File: src/rtl/systolic_drain.sv
// Drain for a systolic array: one FIFO per column takes skewed column results,
// and the block emits whole rows in order (row 0 first) over a valid/ready port.
module systolic_drain #(
  parameter int MATRIX_SIZE = 2,
  parameter int DATA_SIZE   = 32
) (
  input  logic                                clk,
  input  logic                                reset,
  input  logic                                start,
  input  logic [MATRIX_SIZE-1:0]              col_valid,
  input  logic [MATRIX_SIZE*DATA_SIZE-1:0]    col_data,
  input  logic                                out_ready,
  output logic                                out_valid,
  output logic [MATRIX_SIZE*DATA_SIZE-1:0]    out_data,
  output logic [$clog2(MATRIX_SIZE)-1:0]      out_row,
  output logic                                busy,
  output logic                                done,
  output logic                                overflow,
  output logic [1:0]                          o_dbg_state
);

  localparam int N  = MATRIX_SIZE;
  localparam int D  = DATA_SIZE;
  localparam int PW = $clog2(N);
  localparam int CW = $clog2(N + 1);

  typedef enum logic [1:0] {
    S_IDLE    = 2'd0,
    S_COLLECT = 2'd1,
    S_DONE    = 2'd2
  } state_t;

  state_t r_state;
  state_t w_next;

  logic [D-1:0]  r_mem    [N][N];
  logic [PW-1:0] r_wr_ptr [N];
  logic [PW-1:0] r_rd_ptr [N];
  logic [CW-1:0] r_cnt    [N];
  logic [CW-1:0] r_row_cnt;
  logic [CW-1:0] r_pop_cnt;

  logic          w_start_acc;
  logic          w_collect;
  logic          w_all_ne;
  logic          w_pop;
  logic          w_hs;
  logic          w_last_hs;
  logic [N-1:0]  w_wr;
  logic [N-1:0]  w_full;
  logic [N-1:0]  w_wr_ok;
  logic [N-1:0]  w_ovf_set;
  logic [N*D-1:0] w_row_data;

  function automatic logic [PW-1:0] inc_ptr(input logic [PW-1:0] p);
    return (p == PW'(N - 1)) ? '0 : p + PW'(1);
  endfunction

  assign w_start_acc = start && (r_state == S_IDLE);
  assign w_collect   = (r_state == S_COLLECT);
  // Row port: a row transfers on any cycle with out_valid && out_ready; while
  // out_valid is high and out_ready low, out_data and out_row hold.
  assign w_hs        = out_valid && out_ready;
  assign w_last_hs   = w_hs && (r_row_cnt == CW'(N - 1));

  always_comb begin
    w_all_ne   = 1'b1;
    w_wr       = '0;
    w_full     = '0;
    w_row_data = '0;
    for (int c = 0; c < N; c++) begin
      w_wr[c]   = col_valid[c] && w_collect;
      w_full[c] = (r_cnt[c] == CW'(N));
      if (r_cnt[c] == '0) w_all_ne = 1'b0;
      w_row_data[c*D +: D] = r_mem[c][r_rd_ptr[c]];
    end
    w_pop = w_collect && w_all_ne && (r_pop_cnt < CW'(N)) && (!out_valid || out_ready);
    w_wr_ok   = '0;
    w_ovf_set = '0;
    for (int c = 0; c < N; c++) begin
      // A full FIFO can still take a write when the same edge frees a slot.
      w_wr_ok[c]   = w_wr[c] && (!w_full[c] || w_pop);
      w_ovf_set[c] = w_wr[c] && w_full[c] && !w_pop;
    end
  end

  always_ff @(posedge clk or posedge reset) begin
    if (reset) r_state <= S_IDLE;
    else       r_state <= w_next;
  end

  always_comb begin
    w_next = r_state;
    case (r_state)
      S_IDLE:    if (start) w_next = S_COLLECT;
      S_COLLECT: if (w_last_hs) w_next = S_DONE;
      S_DONE:    w_next = S_IDLE;
      default:   w_next = S_IDLE;
    endcase
  end

  always_comb begin
    busy        = (r_state == S_COLLECT);
    done        = (r_state == S_DONE);
    o_dbg_state = r_state;
  end

  always_ff @(posedge clk or posedge reset) begin
    if (reset) begin
      overflow <= 1'b0;
      for (int c = 0; c < N; c++) begin
        r_wr_ptr[c] <= '0;
        r_rd_ptr[c] <= '0;
        r_cnt[c]    <= '0;
      end
    end else if (w_start_acc) begin
      overflow <= 1'b0;
      for (int c = 0; c < N; c++) begin
        r_wr_ptr[c] <= '0;
        r_rd_ptr[c] <= '0;
        r_cnt[c]    <= '0;
      end
    end else begin
      if (|w_ovf_set) overflow <= 1'b1;
      for (int c = 0; c < N; c++) begin
        if (w_wr_ok[c]) r_wr_ptr[c] <= inc_ptr(r_wr_ptr[c]);
        if (w_pop)      r_rd_ptr[c] <= inc_ptr(r_rd_ptr[c]);
        if (w_wr_ok[c] && !w_pop)      r_cnt[c] <= r_cnt[c] + CW'(1);
        else if (!w_wr_ok[c] && w_pop) r_cnt[c] <= r_cnt[c] - CW'(1);
      end
    end
  end

  always_ff @(posedge clk) begin
    for (int c = 0; c < N; c++) begin
      if (w_wr_ok[c]) r_mem[c][r_wr_ptr[c]] <= col_data[c*D +: D];
    end
  end

  always_ff @(posedge clk or posedge reset) begin
    if (reset) begin
      out_valid <= 1'b0;
      out_data  <= '0;
      out_row   <= '0;
      r_row_cnt <= '0;
      r_pop_cnt <= '0;
    end else begin
      if (w_start_acc) begin
        r_row_cnt <= '0;
        r_pop_cnt <= '0;
      end else begin
        if (w_hs)  r_row_cnt <= r_row_cnt + CW'(1);
        if (w_pop) r_pop_cnt <= r_pop_cnt + CW'(1);
      end
      if (w_pop) begin
        out_valid <= 1'b1;
        out_data  <= w_row_data;
        out_row   <= r_pop_cnt[PW-1:0];
      end else if (w_hs) begin
        out_valid <= 1'b0;
      end
    end
  end

endmodule

File: config.mk
export PLATFORM = sky130hd
export DESIGN_NAME = systolic_drain
export DESIGN_NICKNAME = d
export VERILOG_FILES = /design/src/rtl/systolic_drain.sv
export SDC_FILE = /design/constraint.sdc
export NUM_CORES = 1
export LEC_CHECK = 0
export BUFFER_PORTS_ARGS = -buffer_cell sky130_fd_sc_hd__buf_2
export CORE_MARGIN = 10
export CORE_UTILIZATION = 55
export CTS_BUF_LIST = sky130_fd_sc_hd__clkbuf_16
export DETAILED_ROUTE_END_ITERATION = 8
export PLACE_DENSITY = 0.75
export SLEW_MARGIN = 20
export SYNTH_ARGS = -nofsm -noshare
export SYNTH_HDL_FRONTEND = slang
export SYNTH_SLANG_ARGS = --single-unit
export TNS_END_PERCENT = 100
File: constraint.sdc
create_clock -name clk -period 4.42 [get_ports clk]
set_input_delay 0.442 -clock clk [delete_from_list [all_inputs] [get_ports clk]]
set_output_delay 0.442 -clock clk [all_outputs]
set_load 0.02 [all_outputs]
Yosys cells after proc, flatten, opt, wreduce, memory -nomap -nowiden:

Memories as Yosys holds them, arrays and structs flattened.
Cells that the tools add are included.

* bits of input ports: 70
* logic and storage cells: 126
* RAM bits: 128
* memories kept: 1
* flip-flop bits (word level): 81

Memories
* r_mem: words 2, width 64, read ports 2, clocked after memory_dff 0, wr ports 2, RTL line 36 `logic [D-1:0] r_mem [N][N];`

* muxes and demuxes: 42
* add/subtract/negate cells: 10
* equal/unequal tests: 7
* $lt $le $gt $ge: 7
* reduce and logical (&&, ||, !) cells: 42
* bitwise gates (word level): 4

Operators by type and width (number)
* 32-bit two-way mux: 8
* 64-bit two-way mux: 2
* 32-bit demux with 1-bit select: 2
* 2-bit two-way mux: 12
* 1-bit logical AND: 20
* 1-bit two-way mux: 16
* 2-bit nonzero test: 6
* 2-bit by 1-bit adder with 2-bit output (second input constant): 4
* 2-bit greater-or-equal comparator (second input constant): 4
* 1-bit NOT with 2-bit output: 4
* 2-bit == test (second input constant): 3
* 1-bit zero test: 6
* 2-bit zero test: 3
* 3-bit nonzero test: 2
* 1-bit adder (second input constant): 4
* 2-bit by 1-bit == test with 1-bit output (second input constant): 2
* 2-bit by 1-bit < comparator with 1-bit output (second input constant): 2
* 4-bit two-way mux: 1
* 2-bit case mux with 2 select lines: 1
* 2-bit by 1-bit subtractor with 2-bit output (second input constant): 2
* 1-bit logical OR: 3
* 2-bit < comparator (second input constant): 1
* 2-bit by 1-bit != test with 1-bit output (second input constant): 1
* 2-bit != test (second input constant): 1
* other kinds (2): 2

Depth between registers and ports, before layout:

* depth after elaboration: 13
* mapped depth: 7

Worst setup path before layout:

No wires, ideal clock.

* path kind: reg2reg
* from: register r_state[1] (netlist: o_dbg_state[1])
* to: memory r_mem[0][0] (netlist bit) (enable)
* slack: 0.456 ns
* data arrival time: 3.496 ns
* library setup time: 0.468 ns
* cell stages (with the launch flop): 6
* path through: dfrtp_1 nand2b_1 buf_2 clkinv_1 nand2_1 nor3b_1

RTL lines
* start, declared: RTL line 33 `state_t r_state;`
* start signal, assigned: RTL line 89 `else r_state <= w_next;`
* end, declared: RTL line 36

==> impl_metrics.tcl <==
set metrics [dict create \
    final.fill_count 998 \
    drc 0 \
    fmax_mhz 418 \
    hold_path.class "primary input to asynchronous set/reset pin" \
    grt_max_degree 96 \
    synth_top_area_share 0.501 \
    num_vias 4479 \
    numCtsBuffers 21 \
    synth_edf_count 128 \
    vias_per_cell 5.31 \
    slew_viol_final 0 \
    synth.distinct_cells 37 \
    status "completed" \
    io_buffers 140 \
    power_frac_comb 0.300 \
    crit_type "register to register" \
    pin_count 141 \
    max_cap_violations 0 \
    fin_worst_skew_ns 0.0166 \
    crit_path_end_kind "register" \
    synth_area_leaders "edfxtp_1 50%, dfrtp_1 26%, mux2i_1 8.9%" \
    required_ns 4.52 \
    fp.dieW_um 138 \
    synthesis.area_mm2 0.00767 \
    p_clk_frac 0.248 \
    synth_cells 504 \
    area_delta_synth_final_pct 20.4 \
    crit_slowest_cell "nor2_4" \
    syn_nets 575 \
    period_minus_slack_ns 2.39 \
    startpoint_type "register" \
    period_share 0.541 \
    first_global_vias 4852 \
    reg2reg_slack_ns 2.03 \
    row_count 43 \
    synthMostInstantiatedCell "edfxtp_1" \
    cts.sinks 209 \
    p_leak_nw 3.65 \
    cts_hold_buf 0 \
    worst_path_largest_cell_delay_ns 0.76 \
    htreeDepth 1 \
    slew-limit-headroom 0.319 \
    ant_nets 0 \
    yosysTopAreaCell "edfxtp_1" \
    postCtsSetupBuffers 0 \
    die_area_mm2 0.0191 \
    track_usage 0.155 \
    totalWireLength_um 15500 \
    crit_fanout 32 \
    final_util 0.670 \
    cts-resized-gates 0 \
    gp_congestion 0.868 \
    grt_overflow_total 0 \
    drt_iter0_markers 266 \
    setup_violations 0 \
    path_clk_slew_ns 0.06 \
    synth_common_cells "128 x edfxtp_1, 81 x dfrtp_1, 77 x nor2_1, 68 x mux2i_1, 66 x a21oi_1" \
    p_seq_frac 0.452 \
    place_ws_ns 2.00 \
    core_area_mm2 0.0138 \
    diodes 0 \
    synthArstFlopShare 0.388 \
    clk_latency_ns 0.49 \
    path_cells "o21bai_1 -> o21ai_0 -> nand3_1 -> nor2_4" \
    setup_tns_ns 0 \
    crit_buf_inv 0 \
    dominantRegCellSynth "edfxtp_1" \
    die_h_um 138 \
    num-nets-final 719 \
    p_switching_mw 2.45 \
    post_drt_wl_per_cell_um 18.4 \
    antenna_found_initial 0 \
    worstMarginPinSlew_ns 1.02 \
    cts_tree "done" \
    drtPass1Iterations 5 \
    layout-drive-gt1-share 0.279 \
    yosysSeqAreaShare 0.765 \
    initial_utilization 0.557 \
    dp_hpwl_um 10500 \
    cts-root-buf "clkbuf_16" \
    swShare 0.350 \
    rsz0062_at_grt "false" \
    path_delay_family "simple AND/OR/NAND/NOR gates" \
    crit_arrival_ns 2.49 \
    ys_ff_latch 209 \
    ys_warn_count 0 \
    p_per_area_mw_per_mm2 759 \
    grt_pass1_wl_um 24700 \
    peakVddDrop_mv 0.385 \
    hold_viol 0 \
    p_int_mw 4.56 \
    clockBufferDepth 3 \
    worst_slack_ns 2.03 \
    syn_avg_cell_area_um2 15.2 \
]
[final timing paths]
check | from | end | cells past startpoint
min in group clk | col_data[38] | r_mem[0][102] | 1
max | r_pop_cnt[1] | r_mem[0][105] | 4
min reg2reg | overflow | overflow | 1
min | reset | out_data[19] | 2
max reg2reg | r_pop_cnt[1] | r_mem[0][105] | 4
max in group asynchronous | reset | r_rd_ptr[1] | 3
[sequential cells by signal (all words and copies together) (netlist names)]
name         flops
out_valid        1
overflow         1
r_wr_ptr         2
r_mem          128
r_pop_cnt        2
r_row_cnt        2
r_rd_ptr         2
out_row          1
out_data        64
r_cnt            4
o_dbg_state      2
[power groups by stage]
| stage | Clock (mW) | Combinational, mW | Sequential, mW |
|---|---|---|---|
| 5_1_grt | 1.84 | 2.32 | 3.24 |
| 2_1_floorplan | 0 | 1.26 | 3.37 |
| 6_report | 1.74 | 2.10 | 3.17 |
| 3_5_place_dp | 0 | 2.13 | 3.20 |
| 3_3_place_gp | 0 | 2.05 | 3.16 |
| 4_1_cts | 1.77 | 2.15 | 3.17 |
[per-stage QoR]
| stage | std cells | power, mW | cell area [um^2] | hold WS [ns] |
|---|---|---|---|---|
| final | 843 | 7.01 | 9230 | 0.134 |
| after global routing | 843 | 7.41 | 9230 | 0.138 |
| after CTS | 843 | 7.08 | 9230 | 0.133 |
| after detailed placement | 805 | 5.33 | 8550 | 0.494 |
| after global placement | 805 | 5.22 | 8550 | 0.489 |
| after floorplan | 504 | 4.63 | 7670 | 0.468 |
[routing by layer]
layer,global-route usage,vias up,routed length (um)
met5,0,-,0
met4,0.0416,0,292
met3,0.0479,22,1070
met2,0.257,132,7400
met1,0.192,2205,6770
li1,-,2120,-
[cells in the final DEF, fill, tap and decap left out, drive strengths merged, types with 2 or more instances in the layout]
cell type | netlist | final
bufinv | 0 | 3
o21ai | 3 | 3
nor4 | 4 | 4
nand2b | 4 | 4
a31oi | 2 | 2
buf | 15 | 145
xnor2 | 3 | 3
mux2i | 68 | 68
clkbuf | 9 | 21
nor2b | 3 | 3
nor2 | 77 | 77
edfxtp | 128 | 128
clkinv | 1 | 10
nor3 | 6 | 6
nand2 | 8 | 8
dfrtp | 81 | 81
a211oi | 2 | 2
a21oi | 66 | 66
inv | 6 | 9
clkinvlp | 0 | 2
and2 | 2 | 2
[worst reg2reg max path, delay by kind of cell, from the launching register on]
kind	cells	cell delay, ns
AOI/OAI and AO/OA	2	0.59
DFF	1	0.39
and+or+nand+nor	2	1.02
[kinds of logic after synthesis]
family	synth area share
AO/OA/AOI/OAI	0.0587
XOR/XNOR	0.00457
adder cells (fa/ha/maj)	0.00163
buffers and inverters	0.0183
flip-flops	0.765
multiplexers	0.0902
AND/OR/NAND/NOR	0.0613
[final cells by class]
| cell class | instances | area (um^2) | share of cell area |
|---|---|---|---|
| Multi-Input combinational cell | 264 | 1690 | 0.183 |
| Tap cell | 180 | 225 | 0.0244 |
| Timing Repair Buffer | 145 | 738 | 0.0800 |
| Clock buffer | 21 | 526 | 0.0569 |
| Inverter | 7 | 27.5 | 0.00298 |
| Clock inverter | 17 | 158 | 0.0171 |
| Sequential cell | 209 | 5870 | 0.636 |
No activity file was read; power rests on OpenSTA's default activity.
